===== src/rtl/zion_clr_rap_reg_arb.sv =====
// Round-robin arbitrated shared register: each requester writes data or clears it back to INI_DATA.
// Optional ZION_CLR_RAP_REG_ARB_CLR_PRIO_EN gives clear requests strict priority over writes.
module zion_clr_rap_reg_arb #(
    parameter int                NUM_REQ  = 4,
    parameter int                WIDTH    = 32,
    parameter logic [WIDTH-1:0]  INI_DATA = 32'h1,
    localparam int               ID_W     = $clog2(NUM_REQ)
) (
    input  logic                       clk,
    input  logic                       rst_n,
    input  logic                       iHold,
    input  logic [NUM_REQ-1:0]         iReqVld,
    input  logic [NUM_REQ-1:0]         iReqClr,
    input  logic [NUM_REQ*WIDTH-1:0]   iReqDat,
    output logic [NUM_REQ-1:0]         oReqRdy,
    output logic [WIDTH-1:0]           oDat,
    output logic                       oUpdVld,
    output logic [ID_W-1:0]            oUpdId,
    output logic                       oUpdClr
);

    // Handshake: requester k transfers on a rising edge where iReqVld[k] & oReqRdy[k];
    // the requester keeps valid/type/data stable until then, oReqRdy is one-hot or zero.

    logic [ID_W-1:0]    ptr;
    logic [NUM_REQ-1:0] cand;
    logic [NUM_REQ-1:0] gnt;
    logic [ID_W-1:0]    gnt_id;
    logic               gnt_any;
    logic               gnt_clr;
    logic [WIDTH-1:0]   gnt_dat;

    always_comb begin
`ifdef ZION_CLR_RAP_REG_ARB_CLR_PRIO_EN
        // Any pending clear restricts the round-robin to clear requesters only.
        cand = (|(iReqVld & iReqClr)) ? (iReqVld & iReqClr) : iReqVld;
`else
        cand = iReqVld;
`endif
    end

    always_comb begin
        int idx;
        idx     = 0;
        gnt     = '0;
        gnt_id  = '0;
        gnt_any = 1'b0;
        if (rst_n && !iHold) begin
            for (int i = 0; i < NUM_REQ; i++) begin
                idx = (int'(ptr) + i) % NUM_REQ;
                if (!gnt_any && cand[idx]) begin
                    gnt_any  = 1'b1;
                    gnt[idx] = 1'b1;
                    gnt_id   = ID_W'(idx);
                end
            end
        end
    end

    always_comb begin
        gnt_clr = iReqClr[gnt_id];
        gnt_dat = iReqDat[int'(gnt_id)*WIDTH +: WIDTH];
        oReqRdy = gnt;
    end

    always_ff @(posedge clk or negedge rst_n) begin
        if (!rst_n) begin
            ptr     <= '0;
            oDat    <= INI_DATA;
            oUpdVld <= 1'b0;
            oUpdId  <= '0;
            oUpdClr <= 1'b0;
        end else begin
            oUpdVld <= 1'b0;
            if (gnt_any) begin
                oDat    <= gnt_clr ? INI_DATA : gnt_dat;
                oUpdVld <= 1'b1;
                oUpdId  <= gnt_id;
                oUpdClr <= gnt_clr;
                ptr     <= (gnt_id == ID_W'(NUM_REQ-1)) ? '0 : gnt_id + ID_W'(1);
            end
        end
    end

endmodule


===== config.mk =====
export PLATFORM = sky130hd
export DESIGN_NAME = zion_clr_rap_reg_arb
export DESIGN_NICKNAME = d
export VERILOG_FILES = /design/src/rtl/zion_clr_rap_reg_arb.sv
export SDC_FILE = /design/constraint.sdc
export NUM_CORES = 1
export LEC_CHECK = 0
export ABC_AREA = 1
export BUFFER_PORTS_ARGS = -buffer_cell sky130_fd_sc_hd__buf_2
export CAP_MARGIN = 20
export CELL_PAD_IN_SITES_DETAIL_PLACEMENT = 1
export CELL_PAD_IN_SITES_GLOBAL_PLACEMENT = 1
export CORE_AREA = 4 4 83 163
export CTS_CLUSTER_DIAMETER = 120
export CTS_CLUSTER_SIZE = 12
export DETAILED_ROUTE_END_ITERATION = 12
export DIE_AREA = 0 0 87 167
export PLACE_DENSITY_LB_ADDON = 0.25
export SLEW_MARGIN = 10
export SYNTH_ARGS = -nofsm -noshare
export SYNTH_HDL_FRONTEND = slang
export SYNTH_SLANG_ARGS = --single-unit

===== constraint.sdc =====
create_clock -name clk -period 2.4 [get_ports clk]
set_clock_uncertainty 0.05 [all_clocks]
set_input_delay 0.36 -clock clk [delete_from_list [all_inputs] [get_ports clk]]
set_output_delay 0.36 -clock clk [all_outputs]
set_load 0.05 [all_outputs]

==> results.tsv <==
stage	metric	value	unit
finish	drive_above_1_share	0.4311	
sta	fin_tns_setup	-1.205	ns
finish	fin_nets	879	
finish	finish.utilization	0.4281	
logic_synthesis	syn_area	3157	µm²
sta	finalHoldViolations	0	
die	ioPinCount	179	
setup_path	critPathArrivalTime	2.09	ns
grt	grt_pass1_vias	4421	
setup_path	r2r_slack	-0.06	ns
clock_tree	cts_hold_buf	0	
sta	period_minus_slack	2.504	ns
route	num_vias	4169	
placed_design	dp_slack	-0.1561	ns
clock_tree	clock-sinks	38	
die	die_x	87	µm
sta	rsz0062_at_grt	yes	
clock_tree	cts_tree	done	
finish	mostFrequentLayoutCell	nand2_1	
pwr	p_total	7.478	mW
route	vias_per_cell	4.738	
min_path	hold_path_class	in -> async	
logic_synthesis	syn_area_per_cell	6.071	µm²
route	drc_errors	0	
die	dieArea	14530	µm²
sta	maxSlewViolCount	0	
clock_tree	cts_buffers	5	
finish	layout_common_cells	nand2_1 (245), buf_2 (174), o21ai_1 (36), dfrtp_1 (36), nor2_1 (30)	
sta	fin_crit_sh	1.043	
sta	finalSetupViolations	33	
job	drv_cap	0	
logic_synthesis	ys_seq_area_frac	0.3016	
status	violations	negative setup slack	
pwr	power.density	1432	nW/µm²
grt	grt_max_degree	39	
placed_design	gp_congestion	0.8713	
clock_tree	root_buffer	clkbuf_16	
grt	grt_antenna_before_repair	1	
grt	grtUsageTotal	0.1962	
sta	worst_pin_slew	0.5080	ns
setup_path	crit_fanout	8	
grt	grt_pass1_wl	22240	µm
die	core	12200	µm²
clock_tree	cts.clk_slew.worst_paths	0.06	ns
logic_synthesis	ys_warn_count	0	
sta	slew_headroom	0.6613	
die	num_rows	57	
logic_synthesis	syn_inst	520	
route	ant_nets	0	
logic_synthesis	syn-num-nets	667	
placed_design	io_buffers	178	
sta	max_freq	399.4	MHz
route	routed_wl	15710	µm
status	status	complete, but fails checks	
finish	syn_to_final_growth	65.40	%
finish	diodes	0	
die	die_h	167	µm
logic_synthesis	synth_cell_types	27	
clock_tree	clockBufferDepth	2	
grt	grt_overflow	0	
die	initial_core_util	0.2588	
finish	fill_cells	1605	
pwr	ir_worst_vdd	0.6324	mV
setup_path	criticalPathCategory	reg -> out	
clock_tree	clk_latency	0.29	ns
route	wl_per_cell	17.86	µm
setup_path	cp.required	1.99	ns
sta	hold_slack	0.1563	ns
clock_tree	h-tree-depth	2	
route	drt-initial-drc-count	82	
setup_path	critPathLaunchType	flop	
setup_path	crit_path_end_kind	output port	
logic_synthesis	ys_ff_latch	38	
placed_design	dp_hpwl	10660	µm
pwr	leakage	2.939	nW
route	firstDrtPassIters	4	
sta	setup_ws	-0.1040	ns
## power by group
group	internal [mW]	switching (mW)	leakage [nW]
logic	2.05	3.53	2.38
clock network	0.491	0.253	0.0781
registers	0.961	0.194	0.486
## synthesized netlist by cell type, drive strengths merged
| cell type | instances | share of area |
|---|---|---|
| nand4 | 1 | 0.0020 |
| ha | 8 | 0.032 |
| nand3 | 23 | 0.041 |
| nand3b | 3 | 0.0083 |
| dfrtp | 37 | 0.29 |
| a31oi | 1 | 0.0020 |
| a21oi | 3 | 0.0059 |
| nand2 | 282 | 0.35 |
| o21ai | 64 | 0.10 |
| inv | 32 | 0.040 |
| a22oi | 1 | 0.0024 |
| dfstp | 1 | 0.0083 |
| buf | 23 | 0.058 |
| nor2 | 33 | 0.044 |
| o2111ai | 3 | 0.0083 |
| clkbuf | 5 | 0.0059 |
## logic make-up (layout without fill, tap and decap cells)
kind of cell             count (synthesis)  in the layout  share of synthesized area
flip-flops                              38             38                     0.3016
AND/OR/NAND/NOR                        342            342                     0.4427
buffers and inverters                   60            273                     0.1038
AO/OA/AOI/OAI                           72             72                     0.1201
adder cells (fa/ha/maj)                  8              8                    0.03171
## layout make-up
cell class                      count  area (µm²)  share of cell area
Sequential cell                    38       953.4              0.1826
Multi-Input combinational cell    422        2103              0.4028
Clock inverter                      1       30.03            0.005751
Timing Repair Buffer              233        1674              0.3206
Clock buffer                        7       132.6             0.02540
Tap cell                          147       183.9             0.03523
Inverter                           32       143.9             0.02756
## state kept, by name, summed over array words and instances (netlist names)
register and count:
oDat 32, ptr 2, oUpdVld 1, oUpdClr 1
oUpdId 2
## path summary, 6_finish.rpt
| kind | startpoint | end | depth (start not counted) |
|---|---|---|---|
| setup / recovery | ptr[0]$_DFFE_PN0P_ | oReqRdy[1] | 12 |
| hold / removal | rst_n | oDat[24]$_DFFE_PN0P_ | 2 |
| setup reg to reg | ptr[0]$_DFFE_PN0P_ | oDat[25]$_DFFE_PN0P_ | 19 |
| hold reg to reg | oDat[5]$_DFFE_PN0P_ | oDat[5]$_DFFE_PN0P_ | 2 |
| max in group asynchronous | rst_n | oDat[0]$_DFFE_PN1P_ | 2 |
| min in group clk | iReqDat[6] | oDat[6]$_DFFE_PN0P_ | 5 |
## metrics by stage
stage / cells / area (µm²)
5_1_grt: 880 / 5221
2_1_floorplan: 520 / 3168
3_5_place_dp: 837 / 4260
3_3_place_gp: 837 / 4260
6_report: 880 / 5221
4_1_cts: 861 / 4773
## routing by layer
metal,global-route usage,vias to the layer above,share of wire
li1,-,2046,-
met5,0,-,0.00070
met3,0.03065,14,0.044
met1,0.1905,2000,0.34
met2,0.4012,107,0.61
met4,0.05224,2,0.010
## what timing repair did
item,CTS,global route
setup endpoints to repair,37,38
resized for setup,35,63
cloned,4,8
buffers inserted,12,12
pin swaps,13,29
## worst max-delay path, stage by stage (launching register included)
cell,delay [ns]
dfrtp_2,0.42
inv_6,0.05
buf_12,0.14
nand2_2,0.11
nand2_2,0.08
nand2_2,0.10
nand2_4,0.07
nor2_4,0.18
nand3b_4,0.14
o2111ai_2,0.23
nand2_2,0.09
clkinvlp_4,0.07
buf_8,0.13
Note: power is estimated with default switching activity, not from simulation.
